$ cat config.mk
export PLATFORM = sky130hd
export DESIGN_NAME = cam_update_ctrl
export DESIGN_NICKNAME = d
export VERILOG_FILES = /design/src/rtl/cam_pkg.sv /design/src/rtl/cam_update_ctrl.sv
export SDC_FILE = /design/constraint.sdc
export NUM_CORES = 1
export LEC_CHECK = 0
export BUFFER_PORTS_ARGS = -buffer_cell sky130_fd_sc_hd__buf_4
export CAP_MARGIN = 10
export CELL_PAD_IN_SITES_DETAIL_PLACEMENT = 1
export CELL_PAD_IN_SITES_GLOBAL_PLACEMENT = 2
export CORE_ASPECT_RATIO = 1.1
export CORE_MARGIN = 8
export CORE_UTILIZATION = 36
export CTS_BUF_LIST = sky130_fd_sc_hd__clkbuf_4 sky130_fd_sc_hd__clkbuf_8
export CTS_CLUSTER_SIZE = 40
export DETAILED_ROUTE_END_ITERATION = 8
export HOLD_SLACK_MARGIN = 0.05
export PLACE_DENSITY_LB_ADDON = 0.08
export SYNTH_ARGS = -nofsm -noshare
export SYNTH_HDL_FRONTEND = slang
export SYNTH_SLANG_ARGS = --single-unit
$ cat constraint.sdc
create_clock -name clk -period 2 [get_ports clk]
set_input_delay 0.5 -clock clk [delete_from_list [all_inputs] [get_ports clk]]
set_output_delay 0.5 -clock clk [all_outputs]
set_load 0.02 [all_outputs]
$ cat src/rtl/cam_pkg.sv
// Shared types and helpers for the CAM column update controller.
// Latency: n/a (types and constant functions only).
// Backpressure: n/a.
package cam_pkg;

   // Update controller states: waiting for a request, writing one column
   // address per cycle, and the single completion cycle.
   typedef enum logic [1:0] {
      IDLE  = 2'd0,
      SWEEP = 2'd1,
      DONE  = 2'd2
   } cam_state_t;

   // Width of one key segment: each segment directly addresses a LUTRAM
   // column of the given depth.
   function automatic int seg_bits(input int depth);
      return $clog2(depth);
   endfunction

endpackage

$ cat src/rtl/cam_update_ctrl.sv
// CAM entry updater: rewrites every address of one entry's LUTRAM columns.
// Latency: done pulses Depth+1 cycles after acceptance; next accept at Depth+2.
// Backpressure: req_ready high only in IDLE; req_valid ignored during a sweep.
module cam_update_ctrl
   import cam_pkg::*;
#(
   parameter int Depth    = 64,
   parameter int Entries  = 32,
   parameter int Segments = 2
) (
   input  logic                                clk,
   input  logic                                rst_n,
   input  logic                                req_valid,
   output logic                                req_ready,
   input  logic [$clog2(Entries)-1:0]          req_entry,
   input  logic [Segments*seg_bits(Depth)-1:0] req_key,
   input  logic                                req_set,
   output logic [Entries-1:0]                  wen,
   output logic [seg_bits(Depth)-1:0]          waddr,
   output logic [Segments-1:0]                 wdin,
   output logic                                busy,
   output logic                                done
);

   localparam int AW = seg_bits(Depth);
   localparam int KW = Segments * AW;
   localparam int EW = $clog2(Entries);
   localparam logic [AW-1:0] LastAddr = AW'(Depth - 1);

   cam_state_t          state;
   logic [AW-1:0]       cnt;
   logic [KW-1:0]       key_q;
   logic                set_q;

   // A segment column stores a 1 only at the address equal to that segment
   // of the key; invalidation writes 0 everywhere.
   function automatic logic [Segments-1:0] seg_hits(input logic [KW-1:0] key,
                                                    input logic          set,
                                                    input logic [AW-1:0] addr);
      logic [Segments-1:0] h;
      h = '0;
      for (int s = 0; s < Segments; s++) begin
         h[s] = set && (key[s*AW +: AW] == addr);
      end
      return h;
   endfunction

   // One-hot column select; an index past the last entry selects nothing so
   // the sweep still runs to completion without touching any column.
   function automatic logic [Entries-1:0] entry_mask(input logic [EW-1:0] e);
      logic [Entries-1:0] m;
      m = '0;
      if ({{(32-EW){1'b0}}, e} < 32'(Entries)) begin
         m[e] = 1'b1;
      end
      return m;
   endfunction

   // The sweep address is the counter itself, so it is always registered.
   assign waddr = cnt;

   // Update FSM with all outputs registered; the first sweep address is
   // loaded on the acceptance edge so writes start the very next cycle.
   always_ff @(posedge clk or negedge rst_n) begin
      if (!rst_n) begin
         state     <= IDLE;
         cnt       <= '0;
         key_q     <= '0;
         set_q     <= 1'b0;
         wen       <= '0;
         wdin      <= '0;
         busy      <= 1'b0;
         done      <= 1'b0;
         req_ready <= 1'b0;
      end else begin
         case (state)
            IDLE: begin
               req_ready <= 1'b1;
               if (req_valid && req_ready) begin
                  key_q     <= req_key;
                  set_q     <= req_set;
                  cnt       <= '0;
                  wen       <= entry_mask(req_entry);
                  wdin      <= seg_hits(req_key, req_set, '0);
                  busy      <= 1'b1;
                  req_ready <= 1'b0;
                  state     <= SWEEP;
               end
            end
            SWEEP: begin
               if (cnt == LastAddr) begin
                  // Last address written this cycle: stop instead of wrapping.
                  cnt   <= '0;
                  wen   <= '0;
                  wdin  <= '0;
                  done  <= 1'b1;
                  state <= DONE;
               end else begin
                  cnt  <= cnt + 1'b1;
                  wdin <= seg_hits(key_q, set_q, cnt + 1'b1);
               end
            end
            DONE: begin
               done      <= 1'b0;
               busy      <= 1'b0;
               req_ready <= 1'b1;
               state     <= IDLE;
            end
            default: begin
               cnt       <= '0;
               wen       <= '0;
               wdin      <= '0;
               busy      <= 1'b0;
               done      <= 1'b0;
               req_ready <= 1'b0;
               state     <= IDLE;
            end
         endcase
      end
   end

endmodule

==> results.py <==
metrics = {
    "drt": {
        "drt-pass1-iter-count": 4,
        "ant_nets": 0,
        "via_count": 2143,
        "drt-total-wl_um": 7540,
        "drc": 0,
        "wl_per_cell_um": 19.2,
        "drt_iter0_drc": 72,
        "viasPerCell": 5.45,
    },
    "critical_path": {
        "path_depth": 5,
        "critPathLaunchType": "register",
        "cp_data_arrival_time_ns": 2.00,
        "reg2reg_depth": 5,
        "critPathMaxStageDelay_ns": 0.42,
        "path_cells": "ha_2 -> xor3_1 -> nor3_1 -> nand4_1 -> o32ai_1",
        "required_ns": 2.24,
        "crit_path_end_kind": "register",
        "critPathKind": "reg -> reg",
        "reg2reg_from": "waddr[1]",
        "crit_slowest_cell": "dfrtp_1",
        "rrSetupSlack_ns": 0.24,
        "worstSetupEndpoint": "wdin[1]",
        "worst_r2r_endpoint": "wdin[1]",
        "path_delay_family": "flip-flops",
        "critPathBufInv": 0,
        "crit_fanout": 7,
        "cp-startpoint": "waddr[1]",
    },
    "global_routing": {
        "grt_pass1_wl_um": 12600,
        "antenna_found_initial": 0,
        "grtUsageTotal_pct": 15.3,
        "grt_pass1_vias": 2378,
        "overflow": 0,
        "grt_max_degree": 59,
    },
    "sta": {
        "finalSetupViolCount": 0,
        "finClkSkew_ns": 0.00846,
        "tightestPinTransition_ns": 0.486,
        "slew_headroom_pct": 67.5,
        "fmax_mhz": 567,
        "finalCritPeriodShare_pct": 88.2,
        "fin_tns_setup_ns": 0,
        "slew_viol_final": 0,
        "setup_slack_ns": 0.236,
        "rsz0062_at_grt": "no",
        "fin_crit_ns": 1.76,
        "hold_viol_final": 0,
    },
    "power": {
        "powerDensity_nw_per_um2": 1270,
        "power_leakage_nw": 1.62,
        "ir_worst_vdd_mv": 0.799,
    },
    "clocking": {
        "cts_buffers": 9,
        "cts_tree": "done",
        "htree_levels": 3,
        "hold_buffers": 0,
        "clk_transition_reported_paths_ns": 0.07,
        "clock-sinks": 58,
        "root_buffer": "clkbuf_8",
        "worstSkewPairLatency_ns": 0.33,
        "post_cts_resized": 0,
        "cts_buffer_depth": 2,
        "post_cts_buffers": 0,
    },
    "layout": {
        "stdcell_count": 393,
        "diodes": 0,
        "fill_cells": 804,
        "fin_nets": 324,
        "register_area_um2": 1450,
        "syn_to_final_growth_pct": 29.0,
        "layout_commonest_cell": "buf_4",
        "drive_above_1_share_pct": 31.7,
        "multiInputGateArea_um2": 1140,
        "final_cell_mix": "74 x buf_4, 58 x dfrtp_1, 32 x o31ai_1, 21 x o21ai_0, 16 x o21ai_1",
    },
    "placed_design": {
        "place.gp.congestion": 0.805,
        "dpl.cell_count": 378,
        "dpl_worst_slack_ns": 0.114,
        "dp_hpwl_um": 5280,
        "numPortBuffers": 63,
    },
    "worst_hold_path": {
        "hold_path.class": "in -> async",
    },
    "run_status": {
        "status": "completed",
    },
    "die": {
        "coreArea_um2": 7390,
        "rows": 33,
        "ioPinCount": 64,
        "die_h_um": 107,
        "start_util_pct": 36.6,
        "dieArea_um2": 10600,
        "chipWidth_um": 98.7,
    },
    "logic_synthesis": {
        "synth_cell_types": 38,
        "synth.avg_cell_area_um2": 11.6,
        "synth-seq-cells": 58,
        "syn_area_um2": 2710,
        "syn_inst": 233,
        "yosysWarnings": 0,
        "ys_seq_area_share_pct": 53.6,
        "synth_nets": 255,
    },
    "flow_run": {
        "maxCapViolCount": 0,
    },
}
==> sequential cells by signal (all words and copies together), names as in the netlist <==
| register | cells |
|---|---|
| busy | 1 |
| done | 1 |
| key_q | 12 |
| waddr | 6 |
| req_ready | 1 |
| wen | 32 |
| wdin | 2 |
| set_q | 1 |
| state | 2 |
==> cells by family (layout without fill, tap and decap cells) <==
kind of cell / Yosys count / in the layout / synth area share, %
AOI/OAI and AO/OA: 78 / 78 / 18.7
DFF: 58 / 58 / 53.6
and+or+nand+nor: 42 / 42 / 9.20
buffers and inverters: 20 / 93 / 4.53
xor gates and xnor gates: 18 / 18 / 6.93
muxes: 16 / 16 / 6.56
adders and majority gates: 1 / 1 / 0.462
==> cell type report <==
cell class	instances	area share (%)
clock inverters	2	1.00
inverters	3	0.322
clock buffers	13	4.94
well taps	87	3.12
repair buffers	75	16.5
flip-flops and latches	58	41.6
multi-input cells	155	32.6
==> metrics by stage <==
step	hold WS [ns]	power, mW	util, %	cell area, µm²
after floorplan	0.204	2.78	-	2710
after global placement	0.472	3.31	44.4	3280
after detailed placement	0.479	3.32	44.4	3280
after CTS	0.157	4.48	47.2	3490
after global routing	0.154	4.71	47.2	3490
final	0.135	4.42	47.2	3490
==> synth_stat cells <==
master | n | share of area, %
xor2_1 | 6 | 1.9
nor4_1 | 2 | 0.46
a21oi_1 | 2 | 0.37
a21o_1 | 3 | 0.83
nand2b_1 | 1 | 0.23
mux2_2 | 1 | 0.42
inv_1 | 3 | 0.42
xor3_1 | 2 | 1.8
buf_6 | 1 | 0.42
nand3_1 | 5 | 0.92
dfrtp_1 | 58 | 54
and3_4 | 1 | 0.42
o32ai_1 | 2 | 0.65
and3_1 | 4 | 0.92
a31oi_4 | 1 | 0.79
or3_1 | 3 | 0.69
buf_1 | 2 | 0.28
o31ai_1 | 32 | 8.9
buf_8 | 3 | 1.7
or3b_2 | 2 | 0.65
nor2_1 | 7 | 0.97
ha_1 | 1 | 0.46
or2_1 | 2 | 0.46
nor3_1 | 2 | 0.37
xnor2_1 | 10 | 3.2
a22o_1 | 1 | 0.32
nand2_1 | 3 | 0.42
mux2_1 | 13 | 5.4
mux2i_1 | 2 | 0.74
nor2b_1 | 1 | 0.23
buf_2 | 5 | 0.92
clkbuf_1 | 6 | 0.83
o21ai_1 | 16 | 3.0
nand3b_1 | 5 | 1.4
o21ai_0 | 21 | 3.9
or4_1 | 1 | 0.28
and3b_1 | 1 | 0.32
nand4_1 | 2 | 0.46
==> report_power, final <==
group | switching (mW) | internal (mW) | leakage, nW | total [mW]
clock network | 0.459 | 0.683 | 0.109 | 1.14
logic | 0.877 | 0.759 | 0.747 | 1.64
registers | 0.223 | 1.42 | 0.766 | 1.64
total | 1.56 | 2.86 | 1.62 | 4.42
==> worst min-delay path by stage <==
stage,startpoint,end,slack (ns),cells past startpoint
floorplan,rst_n,busy,0.20,0
global placement,done,done,0.47,1
detailed placement,done,done,0.48,1
CTS,rst_n,wen[17],0.16,2
global route,rst_n,wen[25],0.15,2
finish,rst_n,wen[25],0.14,2
==> layer usage <==
metal / vias to the layer above / GRT usage [%] / wire length (µm)
met4: 0 / 7.90 / 178
li1: 994 / - / -
met5: - / 0 / 0
met1: 1075 / 17.9 / 3220
met2: 60 / 25.4 / 3740
met3: 14 / 3.95 / 388
No activity file was read; power rests on OpenSTA's default activity.
